## config.mk

```make
export PLATFORM = sky130hd
export DESIGN_NAME = param_lock_fsm_flat
export DESIGN_NICKNAME = d
export VERILOG_FILES = /design/src/rtl/param_lock_fsm_if.sv /design/src/rtl/param_lock_fsm.sv /design/src/flat_wrapper.sv
export SDC_FILE = /design/constraint.sdc
export NUM_CORES = 1
export LEC_CHECK = 0
export ABC_AREA = 1
export CAP_MARGIN = 25
export CORE_UTILIZATION = 56
export CTS_BUF_LIST = sky130_fd_sc_hd__clkbuf_16
export CTS_CLUSTER_SIZE = 24
export DETAILED_ROUTE_END_ITERATION = 7
export PLACE_DENSITY = 0.81
export SYNTH_ARGS = -nofsm -noshare
export SYNTH_HDL_FRONTEND = slang
export SYNTH_SLANG_ARGS = --single-unit
```

## constraint.sdc

```tcl
create_clock -name clk_50 -period 2.4 [get_ports clk_50]
set_input_delay 0.6 -clock clk_50 [delete_from_list [all_inputs] [get_ports clk_50]]
set_output_delay 0.6 -clock clk_50 [all_outputs]
set_load 0.005 [all_outputs]
```

## src/rtl/param_lock_fsm_if.sv

```systemverilog
// param_lock_fsm_if: switch/key/tick inputs and 7-seg/LED outputs of the password lock.
// master = board side (drives inputs), slave = lock controller.
interface param_lock_fsm_if #(
    parameter int NUM_DIGITS = 4,
    parameter int DIGIT_W    = 4
);
    logic                    tick;
    logic [DIGIT_W-1:0]      user_in;
    logic [NUM_DIGITS-1:0]   key_n;
    logic                    chg_req;
    logic [7*NUM_DIGITS-1:0] seg;
    logic                    led_pass;
    logic                    led_fail;
    logic                    led_lock;

    modport master (
        output tick, user_in, key_n, chg_req,
        input  seg, led_pass, led_fail, led_lock
    );

    modport slave (
        input  tick, user_in, key_n, chg_req,
        output seg, led_pass, led_fail, led_lock
    );
endinterface

```

## src/rtl/param_lock_fsm.sv

```systemverilog
// param_lock_fsm: N-digit password lock with blinking digit entry, PASS/FAIL display,
// retry lockout and entry timeout. All timing is counted in external tick enables.
// Optional feature: define PW_CHANGE_EN to allow reprogramming the password from PASS.
module param_lock_fsm #(
    parameter int                              NUM_DIGITS    = 4,
    parameter int                              DIGIT_W       = 4,
    parameter logic [NUM_DIGITS*DIGIT_W-1:0]   DEFAULT_PW    = 16'h01AF,
    parameter int                              MAX_TRIES     = 3,
    parameter int                              RESULT_TICKS  = 7,
    parameter int                              HOLD_TICKS    = 7,
    parameter int                              LOCKOUT_TICKS = 20,
    parameter int                              TIMEOUT_TICKS = 40
) (
    input  logic            clk_50,
    input  logic            rst,
    param_lock_fsm_if.slave bus
);
    localparam int PW_W   = NUM_DIGITS * DIGIT_W;
    localparam int IDX_W  = $clog2(NUM_DIGITS);
    localparam int MAX_A  = (RESULT_TICKS > HOLD_TICKS) ? RESULT_TICKS : HOLD_TICKS;
    localparam int MAX_B  = (LOCKOUT_TICKS > TIMEOUT_TICKS) ? LOCKOUT_TICKS : TIMEOUT_TICKS;
    localparam int MAX_T  = (MAX_A > MAX_B) ? MAX_A : MAX_B;
    localparam int CNT_W  = $clog2(MAX_T + 1);
    localparam logic [IDX_W-1:0] LAST_IDX = IDX_W'(NUM_DIGITS - 1);

    localparam logic [6:0] SEG_DASH  = 7'b0111111;
    localparam logic [6:0] SEG_BLANK = 7'b1111111;

    localparam logic [2:0] ST_IDLE   = 3'd0;
    localparam logic [2:0] ST_ENTRY  = 3'd1;
    localparam logic [2:0] ST_VERIFY = 3'd2;
    localparam logic [2:0] ST_PASS   = 3'd3;
    localparam logic [2:0] ST_FAIL   = 3'd4;
    localparam logic [2:0] ST_HOLD   = 3'd5;
    localparam logic [2:0] ST_LOCK   = 3'd6;
`ifdef PW_CHANGE_EN
    localparam logic [2:0] ST_PROG   = 3'd7;
`endif

    logic [2:0]            state, state_nxt;
    logic [IDX_W-1:0]      idx, idx_nxt;
    logic [CNT_W-1:0]      tick_cnt;
    logic [2:0]            fail_cnt, fail_nxt;
    logic                  blink;
    logic [NUM_DIGITS-1:0] key_s1, key_s2, press, press_rev;
    logic [DIGIT_W-1:0]    digits_q [NUM_DIGITS];
    logic [PW_W-1:0]       entered, pw;
    logic                  in_entry, confirm;
    logic [7*NUM_DIGITS-1:0] seg_c;

    function automatic logic [6:0] hex7(input logic [3:0] d);
        case (d)
            4'h0: return 7'b1000000;  4'h1: return 7'b1111001;
            4'h2: return 7'b0100100;  4'h3: return 7'b0110000;
            4'h4: return 7'b0011001;  4'h5: return 7'b0010010;
            4'h6: return 7'b0000010;  4'h7: return 7'b1111000;
            4'h8: return 7'b0000000;  4'h9: return 7'b0010000;
            4'hA: return 7'b0001000;  4'hB: return 7'b0000011;
            4'hC: return 7'b1000110;  4'hD: return 7'b0100001;
            4'hE: return 7'b0000110;  default: return 7'b0001110;
        endcase
    endfunction

    // "PASS" / "FAIL" letters on digits 0..3, blank beyond
    function automatic logic [6:0] word7(input logic is_fail, input int unsigned pos);
        case (pos)
            0:       return is_fail ? 7'b0001110 : 7'b0001100;
            1:       return 7'b0001000;
            2:       return is_fail ? 7'b1111001 : 7'b0010010;
            3:       return is_fail ? 7'b1000111 : 7'b0010010;
            default: return SEG_BLANK;
        endcase
    endfunction

    // key synchroniser and falling-edge detector; a held key fires exactly once
    always_ff @(posedge clk_50) begin
        if (!rst) begin
            key_s1 <= '1;
            key_s2 <= '1;
        end else begin
            key_s1 <= bus.key_n;
            key_s2 <= key_s1;
        end
    end

    assign press     = key_s2 & ~key_s1;
    assign press_rev = {<<{press}};   // digit i is confirmed by key_n[NUM_DIGITS-1-i]

`ifdef PW_CHANGE_EN
    assign in_entry = (state == ST_ENTRY) || (state == ST_PROG);
`else
    logic chg_req_unused;
    assign chg_req_unused = bus.chg_req;
    assign in_entry = (state == ST_ENTRY);
    assign pw       = DEFAULT_PW;
`endif
    assign confirm = in_entry & press_rev[idx];

    // pack confirmed digits with digit 0 in the MSBs to match the password layout
    always_comb begin
        entered = '0;
        for (int unsigned i = 0; i < NUM_DIGITS; i++)
            entered[(NUM_DIGITS-1-i)*DIGIT_W +: DIGIT_W] = digits_q[i];
    end

    // next-state, digit index and retry counter
    always_comb begin
        state_nxt = state;
        idx_nxt   = idx;
        fail_nxt  = fail_cnt;
        case (state)
            ST_IDLE:
                if (bus.user_in != '0) begin
                    state_nxt = ST_ENTRY;
                    idx_nxt   = '0;
                end
            ST_ENTRY:
                if (confirm) begin
                    if (idx == LAST_IDX) state_nxt = ST_VERIFY;
                    else                 idx_nxt   = idx + IDX_W'(1);
                end else if (tick_cnt == CNT_W'(TIMEOUT_TICKS)) begin
                    state_nxt = ST_IDLE;
                end
`ifdef PW_CHANGE_EN
            ST_PROG:
                if (confirm) begin
                    if (idx == LAST_IDX) state_nxt = ST_HOLD;
                    else                 idx_nxt   = idx + IDX_W'(1);
                end
`endif
            ST_VERIFY:
                if (entered == pw) begin
                    state_nxt = ST_PASS;
                    fail_nxt  = '0;
                end else begin
                    fail_nxt  = fail_cnt + 3'd1;
                    state_nxt = (fail_cnt + 3'd1 == 3'(MAX_TRIES)) ? ST_LOCK : ST_FAIL;
                end
            ST_PASS:
`ifdef PW_CHANGE_EN
                if (bus.chg_req) begin
                    state_nxt = ST_PROG;
                    idx_nxt   = '0;
                end else
`endif
                if (tick_cnt == CNT_W'(RESULT_TICKS)) state_nxt = ST_HOLD;
            ST_FAIL:
                if (tick_cnt == CNT_W'(RESULT_TICKS)) state_nxt = ST_HOLD;
            ST_HOLD:
                if (tick_cnt == CNT_W'(HOLD_TICKS)) state_nxt = ST_IDLE;
            ST_LOCK:
                if (tick_cnt == CNT_W'(LOCKOUT_TICKS)) begin
                    state_nxt = ST_IDLE;
                    fail_nxt  = '0;
                end
            default:
                state_nxt = ST_IDLE;
        endcase
    end

    // state registers, per-state tick counter, blink and digit/password storage
    always_ff @(posedge clk_50) begin
        if (!rst) begin
            state    <= ST_IDLE;
            idx      <= '0;
            tick_cnt <= '0;
            fail_cnt <= '0;
            blink    <= 1'b0;
            for (int unsigned i = 0; i < NUM_DIGITS; i++) digits_q[i] <= '0;
        end else begin
            state    <= state_nxt;
            idx      <= idx_nxt;
            fail_cnt <= fail_nxt;
            if (bus.tick) blink <= ~blink;
            // a confirm restarts the timeout even when a tick lands in the same cycle
            if (state_nxt != state || confirm) tick_cnt <= '0;
            else if (bus.tick)                 tick_cnt <= tick_cnt + CNT_W'(1);
            if (confirm) digits_q[idx] <= bus.user_in;
        end
    end

`ifdef PW_CHANGE_EN
    // programmed password: last digit comes straight from the switches on the final confirm
    always_ff @(posedge clk_50) begin
        if (!rst)
            pw <= DEFAULT_PW;
        else if (state == ST_PROG && confirm && idx == LAST_IDX)
            pw <= {entered[PW_W-1:DIGIT_W], bus.user_in};
    end
`endif

    // seven-segment display composition
    always_comb begin
        seg_c = '1;
        for (int unsigned i = 0; i < NUM_DIGITS; i++) begin
            if (in_entry) begin
                if (32'(idx) > i)       seg_c[7*i +: 7] = hex7(4'(digits_q[i]));
                else if (32'(idx) == i) seg_c[7*i +: 7] = blink ? SEG_BLANK : hex7(4'(bus.user_in));
                else                    seg_c[7*i +: 7] = SEG_DASH;
            end else begin
                case (state)
                    ST_PASS: seg_c[7*i +: 7] = word7(1'b0, i);
                    ST_FAIL: seg_c[7*i +: 7] = word7(1'b1, i);
                    ST_HOLD: seg_c[7*i +: 7] = SEG_BLANK;
                    ST_LOCK: seg_c[7*i +: 7] = blink ? SEG_BLANK : SEG_DASH;
                    default: seg_c[7*i +: 7] = SEG_DASH;
                endcase
            end
        end
    end

    assign bus.seg      = seg_c;
    assign bus.led_pass = (state == ST_PASS);
    assign bus.led_fail = (state == ST_FAIL);
    assign bus.led_lock = (state == ST_LOCK);
endmodule

```

## src/flat_wrapper.sv

```systemverilog
// flat-port wrapper written by rule: the top's interface ports become plain ports
module param_lock_fsm_flat 
#(
    parameter int                              NUM_DIGITS    = 4,
    parameter int                              DIGIT_W       = 4,
    parameter logic [NUM_DIGITS*DIGIT_W-1:0]   DEFAULT_PW    = 16'h01AF,
    parameter int                              MAX_TRIES     = 3,
    parameter int                              RESULT_TICKS  = 7,
    parameter int                              HOLD_TICKS    = 7,
    parameter int                              LOCKOUT_TICKS = 20,
    parameter int                              TIMEOUT_TICKS = 40
)
  (clk_50, rst, bus_tick, bus_user_in, bus_key_n, bus_chg_req, bus_seg, bus_led_pass, bus_led_fail, bus_led_lock);
  param_lock_fsm_if #(.NUM_DIGITS(NUM_DIGITS), .DIGIT_W(DIGIT_W)) bus_i ();
  input  logic clk_50;
  input  logic rst;
  input wire logic [$bits(bus_i.tick)-1:0] bus_tick;
  input wire logic [$bits(bus_i.user_in)-1:0] bus_user_in;
  input wire logic [$bits(bus_i.key_n)-1:0] bus_key_n;
  input wire logic [$bits(bus_i.chg_req)-1:0] bus_chg_req;
  output wire logic [$bits(bus_i.seg)-1:0] bus_seg;
  output wire logic [$bits(bus_i.led_pass)-1:0] bus_led_pass;
  output wire logic [$bits(bus_i.led_fail)-1:0] bus_led_fail;
  output wire logic [$bits(bus_i.led_lock)-1:0] bus_led_lock;
  assign bus_i.tick = bus_tick;
  assign bus_i.user_in = bus_user_in;
  assign bus_i.key_n = bus_key_n;
  assign bus_i.chg_req = bus_chg_req;
  assign bus_seg = bus_i.seg;
  assign bus_led_pass = bus_i.led_pass;
  assign bus_led_fail = bus_i.led_fail;
  assign bus_led_lock = bus_i.led_lock;
  param_lock_fsm #(.NUM_DIGITS(NUM_DIGITS), .DIGIT_W(DIGIT_W), .DEFAULT_PW(DEFAULT_PW), .MAX_TRIES(MAX_TRIES), .RESULT_TICKS(RESULT_TICKS), .HOLD_TICKS(HOLD_TICKS), .LOCKOUT_TICKS(LOCKOUT_TICKS), .TIMEOUT_TICKS(TIMEOUT_TICKS)) u_core (.clk_50(clk_50), .rst(rst), .bus(bus_i));
endmodule
```

# After elaboration in Yosys (flattened, before gate mapping)
# Memories as Yosys holds them, arrays and structs flattened.
# Cells that the tools add are included.
dict set report classes {
  add_sub_neg 3
  n_mul 0
  div_mod_pow 0
  order_cmp 4
  eq_ne 19
  shifts 0
  n_mux 46
  bitwise_logic 5
  n_reduce_logical 11
}
# cell n
set op_table {}
lappend op_table {{$mux W7} 16}
lappend op_table {{$pmux W7 S4} 3}
lappend op_table {{$mux W3} 10}
lappend op_table {{$pmux W7 S3} 1}
lappend op_table {{$pmux W3 S6} 1}
lappend op_table {{$eq A16 B9 Y1 const B} 1}
lappend op_table {{$mux W2} 5}
lappend op_table {{$eq A3 B2 Y1 const B} 3}
lappend op_table {{$eq A3 B3 Y1 const B} 3}
lappend op_table {{$add A6 B1 Y6 const B} 1}
lappend op_table {{$eq A6 B3 Y1 const B} 1}
lappend op_table {{$eq A6 B5 Y1 const B} 1}
lappend op_table {{$eq A6 B6 Y1 const B} 1}
lappend op_table {{$mux W1} 6}
lappend op_table {{$pmux W3 S2} 1}
lappend op_table {{$and A4 B4 Y4} 1}
lappend op_table {{$eq A2 B2 Y1 const B} 2}
lappend op_table {{$gt A2 B1 Y1 const B} 2}
lappend op_table {{$mux W4} 1}
lappend op_table {{$ne A2 B1 Y1 const B} 2}
lappend op_table {{$ne A2 B2 Y1 const B} 2}
lappend op_table {{$not A4 Y4} 1}
lappend op_table {{$pmux W2 S2} 1}
lappend op_table {{$reduce_and A4 Y1} 1}
lappend op_table {{18 further kinds} 21}
dict set report word_totals {
  regBits 23
  latchBits 0
  ramBits 16
  mem_bits_ro 784
  wordCells 103
  mem_count 8
}
# name depth width read_ports rd_ports_with_merged_regs wr line_no
set memory_table {}
lappend memory_table {{(no name shown)} 16 7 1 0 0 param_lock_fsm.sv:52} ;# case (d)
lappend memory_table {{(no name shown)} 16 7 1 0 0 param_lock_fsm.sv:52}
lappend memory_table {{(no name shown)} 16 7 1 0 0 param_lock_fsm.sv:52}
lappend memory_table {{(no name shown)} 16 7 1 0 0 param_lock_fsm.sv:52}
lappend memory_table {{(no name shown)} 16 7 1 0 0 param_lock_fsm.sv:52}
lappend memory_table {{(no name shown)} 16 7 1 0 0 param_lock_fsm.sv:52}
lappend memory_table {{+2 memories} -- -- -- -- -- --}

# Logic depth before layout (Yosys ltp)
# Gate-level depths: netlist (run 1).
dict set report logic_depth {
  ltp_word 10
  ltp_mapped 14
  ltp_nobuf 14
}

# Worst setup path before layout (run 1)
# No wires, ideal clock.
dict set report synth_timing {
  kind {input -> output}
  start {in bus_user_in[0]}
  end {out bus_seg[17]}
  arrival_ns 1.771
  setup_slack_ns 0.029
  stages 7
  path_cell_list {inv_1 ha_1 nand2_1 nor2_1 o31ai_1 o21ai_0 o21ai_0}
}
dict set report synth_between {
  elab_chain_cells 5
}
# item line_no
set synth_rtl {}
lappend synth_rtl {{start: declaration} flat_wrapper.sv:18} ;# input wire logic [$bits(bus_i.user_in)-1:0] bus_user_in;
lappend synth_rtl {{$mem_v2 Z16 W7} --}
lappend synth_rtl {{$mux W7 (2 in a row)} param_lock_fsm.sv:198} ;# else if (32'(idx) == i) seg_c[7*i +: 7] = blink ? SEG_BLANK : hex7(4'(bus.user_in));
lappend synth_rtl {{$mux W7} param_lock_fsm.sv:197} ;# if (32'(idx) > i) seg_c[7*i +: 7] = hex7(4'(digits_q[i]));
lappend synth_rtl {{$mux W7} param_lock_fsm.sv:196} ;# if (in_entry) begin
lappend synth_rtl {{end: declaration} flat_wrapper.sv:21} ;# output wire logic [$bits(bus_i.seg)-1:0] bus_seg;
# Every way passes these cells.

# Final worst setup path (run 1)
dict set report layout_timing {
  start {in bus_user_in[1]}
  end {out bus_seg[11]}
}
# The elaborated chain is that of the path after synthesis.

==> results of run 1 <==
-- critical path, cell delays in order --
cell	delay, ns
sky130_fd_sc_hd__buf_8	0.11
sky130_fd_sc_hd__inv_4	0.05
sky130_fd_sc_hd__buf_6	0.09
sky130_fd_sc_hd__ha_4	0.17
sky130_fd_sc_hd__nand2_4	0.06
sky130_fd_sc_hd__buf_6	0.10
sky130_fd_sc_hd__o211ai_1	0.15
sky130_fd_sc_hd__buf_4	0.16
sky130_fd_sc_hd__buf_6	0.10
sky130_fd_sc_hd__o221ai_1	0.11
sky130_fd_sc_hd__nand2_1	0.14
sky130_fd_sc_hd__buf_2	0.13
-- stage by stage --
step	hold WS, ns	area [µm²]	setup TNS (ns)	instances
4_1_cts	0.4292	4423	-0.4226	645
3_5_place_dp	0.4146	4068	-23.59	626
2_1_floorplan	0.3917	3169	0	463
5_1_grt	0.4443	4608	-3.848	651
3_3_place_gp	0.4007	4068	-21.53	626
6_report	0.4263	4608	-2.472	651
-- timing repair --
item	in CTS	in global routing
hold endpoints to repair	0	0
resized for setup	188	57
endpoints found under the setup margin	28	28
setup buffers	11	6
pin swaps	30	30
-- kinds of logic after synthesis --
| kind of cell | after synthesis | share of synthesized area |
|---|---|---|
| flip-flops | 39 | 0.2969 |
| multiplexers | 1 | 0.003553 |
| adder cells (fa/ha/maj) | 30 | 0.1184 |
| XOR/XNOR | 5 | 0.01382 |
| AO/OA/AOI/OAI | 91 | 0.1658 |
| AND/OR/NAND/NOR | 221 | 0.3068 |
| buffers and inverters | 76 | 0.09475 |
-- registers in the layout, summed over array words and instances (netlist names) --
| register | cells |
|---|---|
| u_core.digits_q | 16 |
| u_core.tick_cnt | 6 |
| u_core.key_s1 | 4 |
| u_core.key_s2 | 4 |
| u_core.fail_cnt | 3 |
| u_core.state | 3 |
| u_core.idx | 2 |
| u_core.blink | 1 |
-- power groups by stage --
stage	Clock, mW	Combinational, mW	Sequential, mW
final	0.772	0.714	0.762
after global routing	0.798	0.755	0.763
after CTS	0.759	0.612	0.754
after detailed placement	0	0.588	0.768
after global placement	0	0.573	0.766
after floorplan	0	0.303	0.759
-- cell usage in the layout (no fill, tap or decap), types with 19 or more instances in the layout --
cell / count
sky130_fd_sc_hd__a21oi_1: 19
sky130_fd_sc_hd__buf_2: 22
sky130_fd_sc_hd__buf_4: 66
sky130_fd_sc_hd__dfxtp_1: 20
sky130_fd_sc_hd__ha_1: 21
sky130_fd_sc_hd__inv_1: 45
sky130_fd_sc_hd__nand2_1: 73
sky130_fd_sc_hd__nand3_1: 33
sky130_fd_sc_hd__nor2_1: 57
-- final cells by class --
type | instances | area, µm² | share of cell area
Sequential cell | 39 | 944.7 | 0.2050
Inverter | 66 | 260.3 | 0.05648
Clock buffer | 5 | 125.1 | 0.02715
Timing Repair Buffer | 118 | 900.9 | 0.1955
Clock inverter | 3 | 43.79 | 0.009503
Tap cell | 72 | 90.09 | 0.01955
Multi-Input combinational cell | 348 | 2243 | 0.4868
-- path summary, 6_finish.rpt --
kind / cells past startpoint / to / slack [ns] / from
setup / recovery: 12 / bus_seg[11] / -0.20 / bus_user_in[1]
hold / removal: 2 / u_core.key_s2[1] / 0.43 / u_core.key_s1[1]
setup reg to reg: 9 / u_core.digits_q[0][3] / 0.04 / u_core.state[1]
hold reg to reg: 2 / u_core.key_s2[1] / 0.43 / u_core.key_s1[1]
-- routing by layer --
layer | track usage | vias up
li1 | - | 1769
met1 | 0.4183 | 1821
met2 | 0.6159 | 437
met3 | 0.05238 | 121
met4 | 0.1679 | 0
met5 | 0 | -
==> results.txt, run 1 <==
----------------------------------------------------
[Status]
  Status ... complete, but fails checks
  Violated checks ... negative setup slack

[Yosys]
  Predominant post-synthesis flop cell ... sky130_fd_sc_hd__dfxtp_1
  FF+latch count, synth ... 39
  Fraction of the yosys area taken by sequential cells ... 0.2969
  Mean area per synthesized cell ... 6.845 µm²
  Number of library cell types mapped by synthesis ... 37
  Synth area leaders ... sky130_fd_sc_hd__edfxtp_1 15%, sky130_fd_sc_hd__dfxtp_1 15%, sky130_fd_sc_hd__ha_1 12%
  Total number of yosys warnings ... 0
  Ranking of synthesized cells by instance count ... 87 x sky130_fd_sc_hd__nand2_1, 65 x sky130_fd_sc_hd__nor2_1, 56 x sky130_fd_sc_hd__inv_1
  Syn nets ... 505
  Post-synth top area share ... 0.1516
  Mapped cell area ... 3169 µm²
  Fraction of registers with async set or reset after synthesis ... 0
  Gate Count Post-Synth ... 463
  Most instantiated library cell after synthesis ... sky130_fd_sc_hd__nand2_1
  Yosys top cell by area ... sky130_fd_sc_hd__edfxtp_1
  Number of flops mapped to enable cells by yosys ... 16

[Clocking]
  CTS clk-pin slew, worst paths ... 0.07 ns
  # hold bufs at CTS ... 0
  Buffer type at the clock tree root ... sky130_fd_sc_hd__clkbuf_16
  CTS tree ... yes
  Htree depth ... 2
  TritonCTS Buffers ... 5
  Largest buffer count on any clock path ... 2
  TritonCTS sink count ... 39
  Worst-Skew Late Latency ... 0.29 ns

[Drt]
  Routed metal-1 wire length ... 4400 µm
  Final routed wire length divided by cell count ... approximately 19 µm
  Detailed Routing Iterations Pass 1 ... 6
  DRC errors left ... 0
  Via count ... 4,148
  Uppermost layer routed ... met4
  Routed length on met2 ... 5776 µm
  Routed Antenna Nets ... 0
  Vias per std cell ... 6.372
  Starting DRC count in detailed routing ... 629
  Met3 Wirelength ... 1457 µm
  Detailed Route WL ... roughly 13,000 µm

[Power]
  Leakage power ... 2.067 nW
  Sw Ratio ... 0.3292
  IR drop worst, VDD ... 441.5 µV
  Internal power contribution ... 1.507 mW
  Pwr per Cell Area ... 487.6 nW/µm²
  Switching power of the nets ... 0.7397 mW
  Share of power burned in combinational logic ... 0.318
  Share of total power in sequential cells ... 0.339
  Clock power share ... 0.343
  Overall Power ... 2.247 mW

[Floorplan]
  Core ar. ... 5473 µm²
  Die ar. ... about 6000 µm²
  # IOs ... 43
  Placement row count ... 27
  Starting density of the core ... 0.5791
  Chip width ... 77.23 µm
  DIE HEIGHT ... 77.23 µm

[Placement]
  Dpl hpwl ... roughly 7200 µm
  Routability Congestion ... 0.9643
  Count of input and output buffers ... 41
  Setup slack after placement ... -0.9934 ns

[GRT]
  Maximum number of pins on one net before global-route repair ... 18
  Global routing usage summed across all routing layers ... 0.3519
  Wire length of the first global-routing pass ... ~17,000 µm
  Total gr overflow ... 0
  Vias in the first global route ... 3,566
  Number of antenna violations at the first check in global routing ... 0

[Timing]
  Slew of the pin with the lowest slew margin ... 0.3939 ns
  Unrepaired setup endpoints after global routing ... yes
  Max Slew Vio Count ... 0
  Number of setup violations in the final report ... 24
  Top achievable clock speed ... 384.3 MHz
  Final clock skew ... 0.01303 ns
  Post-route clock period utilization ... 1.084
  Remaining max-slew budget at the tightest pin ... 0.7362
  Final critical-path setup slack ... -0.2021 ns
  Post-layout min period ... 2.602 ns
  Number of failing hold endpoints at the final stage ... 0

[Setup path]
  Critical path peak fanout ... 4
  Worst EP arrival ... about 2.0 ns
  Category of the worst setup path capture point ... output port
  Req. time, crit path ... between 1.5 and 2 ns
  Type of element launching the critical path ... input port
  Category of the most critical setup path ... in -> out

[Layout]
  Fin util ... 0.8420
  Nets ... 620
  Inserted Diodes ... 0
  Signed area change from the synthesized netlist to the final layout ... 45.40%
  Share of layout cells above drive strength 1 ... 0.3800
  Count of filler cells inserted in the layout ... 308

[Job]
  Number of maximum-capacitance constraint violations ... 0

[Hold path]
  Classification of the worst-slack hold path ... reg -> reg

----------------------------------------------------
Power figures use the tool's default switching activity.
==> run 2: changes to the inputs <==
- CORE_ASPECT_RATIO: default -> 0.9
- MAX_ROUTING_LAYER: default -> met4
==> run 2 against run 1 <==
Effect of this change: the run ends with design-rule violations, negative setup slack left; non-clock buffer count up 11; register-to-register slack worse by 0.13 ns; flip-flop and latch count unchanged; critical path depth down 1; sequential power about the same; largest power group is now combinational cells; highest routed layer unchanged.
==> results.txt, run 2 (same netlist as run 1, synthesis figures left out) <==
----------------------------------------------------
[Clocking]
  CTS clk-pin slew, worst paths ... 0.06 ns
  TritonCTS Buffers ... 5
  CTS tree ... yes
  Worst-Skew Late Latency ... 0.28 ns
  Htree depth ... 2
  Buffer type at the clock tree root ... sky130_fd_sc_hd__clkbuf_16
  Largest buffer count on any clock path ... 2
  # hold bufs at CTS ... 0
  TritonCTS sink count ... 39

[Drt]
  Via count ... 4,477
  Detailed Route WL ... 15,320 µm
  Vias per std cell ... about 6.8
  Starting DRC count in detailed routing ... 941
  DRC errors left ... 216
  Routed Antenna Nets ... 0
  Final routed wire length divided by cell count ... 23.32 µm
  Detailed Routing Iterations Pass 1 ... 8

[Hold path]
  Worst Hold Path Cells ... 2
  Beginning of the worst hold path ... u_core.key_s1[1]
  Classification of the worst-slack hold path ... reg -> reg

[Placement]
  Routability Congestion ... 0.9687
  Dpl hpwl ... between 6000 and 7000 µm
  Count of input and output buffers ... 41
  Placed cells ... between 600 and 700

[Layout]
  Largest reg by FF count ... u_core.digits_q
  Inserted Diodes ... 0
  Count of filler cells inserted in the layout ... roughly 200
  Number of flip-flops under the largest register name ... 16
  Most frequent cells in the layout ... 75 x sky130_fd_sc_hd__buf_4, 70 x sky130_fd_sc_hd__nand2_1, 56 x sky130_fd_sc_hd__nor2_1
  Fin util ... 0.9041
  Signed area change from the synthesized netlist to the final layout ... 52.59%
  Leading cell type in the layout, fill and taps excluded ... sky130_fd_sc_hd__buf_4
  Final non-filler cell total ... 657
  Share of layout cells above drive strength 1 ... 0.4034
  Nets ... 631
  Largest registers ... u_core.digits_q x16, u_core.tick_cnt x6

[Setup path]
  Worst EP arrival ... 2.11 ns
  Category of the worst setup path capture point ... output port
  Worst setup path start ... bus_user_in[1]
  Req. time, crit path ... 1.80 ns
  Worst reg-to-reg path cell count ... 13
  Critical path peak fanout ... 4
  Category of the most critical setup path ... in -> out
  Type of element launching the critical path ... input port
  Reg-to-reg startpoint ... u_core.digits_q[2][1]

[Timing]
  Max Slew Vio Count ... 0
  Slew of the pin with the lowest slew margin ... 0.4882 ns
  Final-layout worst hold slack ... 0.4258 ns
  Remaining max-slew budget at the tightest pin ... 0.6745
  Unrepaired setup endpoints after global routing ... yes
  Post-layout min period ... 2.715 ns
  Top achievable clock speed ... 368.4 MHz
  Post-route clock period utilization ... 1.131
  Number of failing hold endpoints at the final stage ... 0
  Final critical-path setup slack ... -0.3147 ns
  Number of setup violations in the final report ... 38
  Final clock skew ... slightly below 0.002 ns

[GRT]
  Maximum number of pins on one net before global-route repair ... 16
  Global routing usage summed across all routing layers ... 0.4400
  Number of antenna violations at the first check in global routing ... 0
  Wire length of the first global-routing pass ... 18,890 µm
  Total gr overflow ... 0
  Vias in the first global route ... roughly 3,800

[Floorplan]
  DIE HEIGHT ... between 70 and 80 µm
  Core ar. ... 5349 µm²
  Chip width ... 81.30 µm
  Starting density of the core ... 0.5925
  Placement row count ... 25
  Die ar. ... 5965 µm²
  # IOs ... 43

[Status]
  Violated checks ... design-rule violations, negative setup slack
  Status ... complete, but fails checks

[Power]
  Pwr per Cell Area ... 484.9 nW/µm²
  Leakage power ... 2.168 nW
  IR drop worst, VDD ... 454.2 µV
  Overall Power ... 2.345 mW

[Job]
  Number of maximum-capacitance constraint violations ... 0

----------------------------------------------------
## run 2: cell count changes in the layout (fill, tap and decap cells not counted), sizes merged
cell | before | now
buf | 101 | 106
clkdlybuf4s15 | 0 | 1
dlygate4sd2 | 3 | 6
clkbuf | 10 | 14
bufinv | 1 | 0
clkinv | 3 | 2
## run 2: report_power, final
group          switching [mW]  internal, mW
Clock                   0.265         0.508
Sequential             0.0378         0.725
Combinational           0.487         0.322
## run 2: final timing paths
path                   endpoint  slack [ns]
min reg2reg    u_core.key_s2[1]        0.43
max reg2reg  u_core.tick_cnt[3]       -0.09
max                 bus_seg[19]       -0.31
min            u_core.key_s2[1]        0.43
## run 2: final cells by class
type / instances / area, µm² / area share
Sequential cell: 39 / 944.7 / 0.1953
Multi-Input combinational cell: 348 / 2345 / 0.4849
Inverter: 66 / 271.5 / 0.05614
Tap cell: 67 / 83.83 / 0.01734
Clock buffer: 7 / 175.2 / 0.03622
Timing Repair Buffer: 129 / 1012 / 0.2093
Clock inverter: 1 / 3.754 / 0.0007762
## run 2: worst max-delay path, stage by stage
cell	delay, ns
sky130_fd_sc_hd__buf_8	0.09
sky130_fd_sc_hd__inv_6	0.03
sky130_fd_sc_hd__buf_6	0.11
sky130_fd_sc_hd__ha_4	0.20
sky130_fd_sc_hd__nand3_1	0.17
sky130_fd_sc_hd__nand2_1	0.11
sky130_fd_sc_hd__inv_2	0.11
sky130_fd_sc_hd__nand2_4	0.08
sky130_fd_sc_hd__o21ai_2	0.21
sky130_fd_sc_hd__o21ai_2	0.11
sky130_fd_sc_hd__dlygate4sd2_1	0.28
## run 2: per-layer routing
metal / track usage / share of wire
met5: - / 0
met4: 0.2639 / 0.10
met3: 0.09317 / 0.14
met2: 0.7111 / 0.42
met1: 0.4981 / 0.33
## run 2: through the flow
stage	area (µm²)	TNS (ns)	setup slack, ns
floorplan	3169	0	0.02900
global placement	4091	-22.13	-0.9422
detailed placement	4091	-23.50	-0.9873
CTS	4581	-0.2750	-0.05552
global route	4836	-8.124	-0.3752
finish	4836	-4.490	-0.3147
## run 2: repair_timing
item,in CTS,in global routing
setup endpoints to repair,28,27
resized for setup,189,79
cloned,0,0
setup buffers,20,7
pin swaps,30,36
==> run 3: changes to the inputs <==
- CORE_UTILIZATION: 56 -> 45
- PLACE_DENSITY: 0.81 -> 0.67
- SKIP_CTS_REPAIR_TIMING: default -> 1
==> run 3 against run 2 <==
Effect of this change: total power decreased by 5.0%; clock skew increased by 0.0045 ns; wire length decreased by 33%; worst hold slack got worse by 0.0091 ns; the flow finishes with violations (negative setup slack); first-iteration DRC count decreased by 82%.
==> results.txt, run 3 (same netlist as run 1, synthesis figures left out) <==
----------------------------------------------------
[Placement]
  Placed cells ... 654
  Cell area reported after detailed placement ... around 4200 µm²
  Dpl hpwl ... 7431 µm
  Count of input and output buffers ... 41
  Routability Congestion ... 0.9529

[Floorplan]
  Starting density of the core ... 0.4736
  # IOs ... 43
  Placement row count ... 28
  DIE HEIGHT ... 81.62 µm
  Core ar. ... 6691 µm²
  Chip width ... slightly above 90 µm
  Die ar. ... 7383 µm²

[Drt]
  Uppermost layer routed ... met4
  Via count ... around 3,500
  Routed Antenna Nets ... 0
  Met3 Wirelength ... around 480 µm
  DRC errors left ... 0
  Vias per std cell ... 5.201
  Starting DRC count in detailed routing ... 170
  Detailed Routing Iterations Pass 1 ... 5
  Routed metal-1 wire length ... 4506 µm
  Final routed wire length divided by cell count ... ~15 µm
  Detailed Route WL ... about 10,000 µm
  Routed length on met2 ... 5009 µm

[Setup path]
  Req. time, crit path ... 1.80 ns
  Critical path peak fanout ... 4
  CP max-delay cell ... sky130_fd_sc_hd__clkdlybuf4s50_1
  Type of element launching the critical path ... input port
  Category of the worst setup path capture point ... output port
  Worst EP arrival ... between 2 and 2.5 ns
  Cell Chain, Critical Path ... buf_8, buf_6, ha_4, nand3_1, nand2_1, inv_2, nand2_4, o21ai_0, inv_1, clkdlybuf4s50_1
  Category of the most critical setup path ... in -> out
  Delay contributed by the slowest stage of the critical path ... 0.45 ns

[Timing]
  Max Slew Vio Count ... 0
  Post-layout min period ... 2.671 ns
  Slew of the pin with the lowest slew margin ... 0.4344 ns
  Post-route clock period utilization ... 1.113
  Unrepaired setup endpoints after global routing ... yes
  Remaining max-slew budget at the tightest pin ... 0.7101
  Top achievable clock speed ... 374.4 MHz
  Final critical-path setup slack ... -0.2711 ns
  Final clock skew ... 0.006481 ns
  Number of setup violations in the final report ... 19
  Number of failing hold endpoints at the final stage ... 0

[Layout]
  Largest registers ... u_core.digits_q x16, u_core.tick_cnt x6
  Inserted Diodes ... 0
  Leading cell type in the layout, fill and taps excluded ... sky130_fd_sc_hd__buf_4
  Number of flip-flops under the largest register name ... 16
  Most frequent cells in the layout ... 74 x sky130_fd_sc_hd__buf_4, 73 x sky130_fd_sc_hd__nand2_1, 57 x sky130_fd_sc_hd__nor2_1
  Final non-filler cell total ... 680
  Largest reg by FF count ... u_core.digits_q
  Post-layout instance area ... approximately 4800 µm²
  Signed area change from the synthesized netlist to the final layout ... 50.69%
  Count of filler cells inserted in the layout ... 540
  Fin util ... 0.7137
  Nets ... ~630
  Share of layout cells above drive strength 1 ... 0.3610

[GRT]
  Vias in the first global route ... 3,242
  Number of antenna violations at the first check in global routing ... 0
  Maximum number of pins on one net before global-route repair ... 14
  Wire length of the first global-routing pass ... approximately 15,000 µm
  Total gr overflow ... 0
  Global routing usage summed across all routing layers ... 0.2665

[Job]
  Number of maximum-capacitance constraint violations ... 0

[Status]
  Violated checks ... negative setup slack
  Status ... complete, but fails checks

[Clocking]
  CTS tree ... yes
  TritonCTS Buffers ... 5
  Htree depth ... 2
  CTS clk-pin slew, worst paths ... 0.06 ns
  Worst-Skew Late Latency ... 0.29 ns
  Largest buffer count on any clock path ... 2
  Buffer type at the clock tree root ... sky130_fd_sc_hd__clkbuf_16
  TritonCTS sink count ... 39

[Power]
  Pwr per Cell Area ... ~470 nW/µm²
  IR drop worst, VDD ... 464.2 µV
  Leakage power ... ~2.2 nW

[Hold path]
  Classification of the worst-slack hold path ... reg -> reg

----------------------------------------------------
==> run 3: where the power goes <==
group,internal (mW),switching (mW),total [mW]
Clock,0.490,0.267,0.757
Sequential,0.725,0.0290,0.754
Combinational,0.327,0.390,0.718
Total,1.54,0.686,2.23
==> run 3: final cells by class <==
class	instances	area [µm²]	area share
well taps	90	112.6	0.02358
clock inverters	3	43.79	0.009170
clock buffers	5	125.1	0.02620
inverters	66	257.7	0.05397
repair buffers	129	1067	0.2235
flip-flops and latches	39	944.7	0.1978
multi-input cells	348	2225	0.4658
==> run 3: path summary, 6_finish.rpt <==
path                     from                     to  slack, ns  cells past startpoint
max            bus_user_in[0]            bus_seg[26]      -0.27                     10
min          u_core.key_s1[1]       u_core.key_s2[1]       0.42                      2
max reg2reg   u_core.state[1]  u_core.digits_q[0][0]       0.32                      9
min reg2reg  u_core.key_s1[1]       u_core.key_s2[1]       0.42                      2
==> run 3: worst max-delay path, delay by kind of cell <==
kind            cells  cell delay [ns]
buf+inv             5             0.85
simple gates        3             0.28
fa+ha+maj           1             0.18
compound gates      1             0.15
==> run 3: per-layer routing <==
layer | vias up | global-route usage
met1 | 1607 | 0.3182
met2 | 122 | 0.4727
met4 | 0 | 0.08548
met3 | 27 | 0.03426
li1 | 1781 | -
met5 | - | -
==> run 3: per-stage QoR <==
stage / setup TNS, ns / total power [mW] / hold WS (ns) / worst slack (ns)
after floorplan: 0 / 1.062 / 0.3917 / 0.02900
after global placement: -22.80 / 1.377 / 0.4032 / -1.008
after detailed placement: -24.02 / 1.384 / 0.4030 / -1.045
after CTS: -23.76 / 2.136 / 0.4183 / -1.054
after global routing: -2.951 / 2.328 / 0.4440 / -0.3285
final: -1.687 / 2.229 / 0.4166 / -0.2711
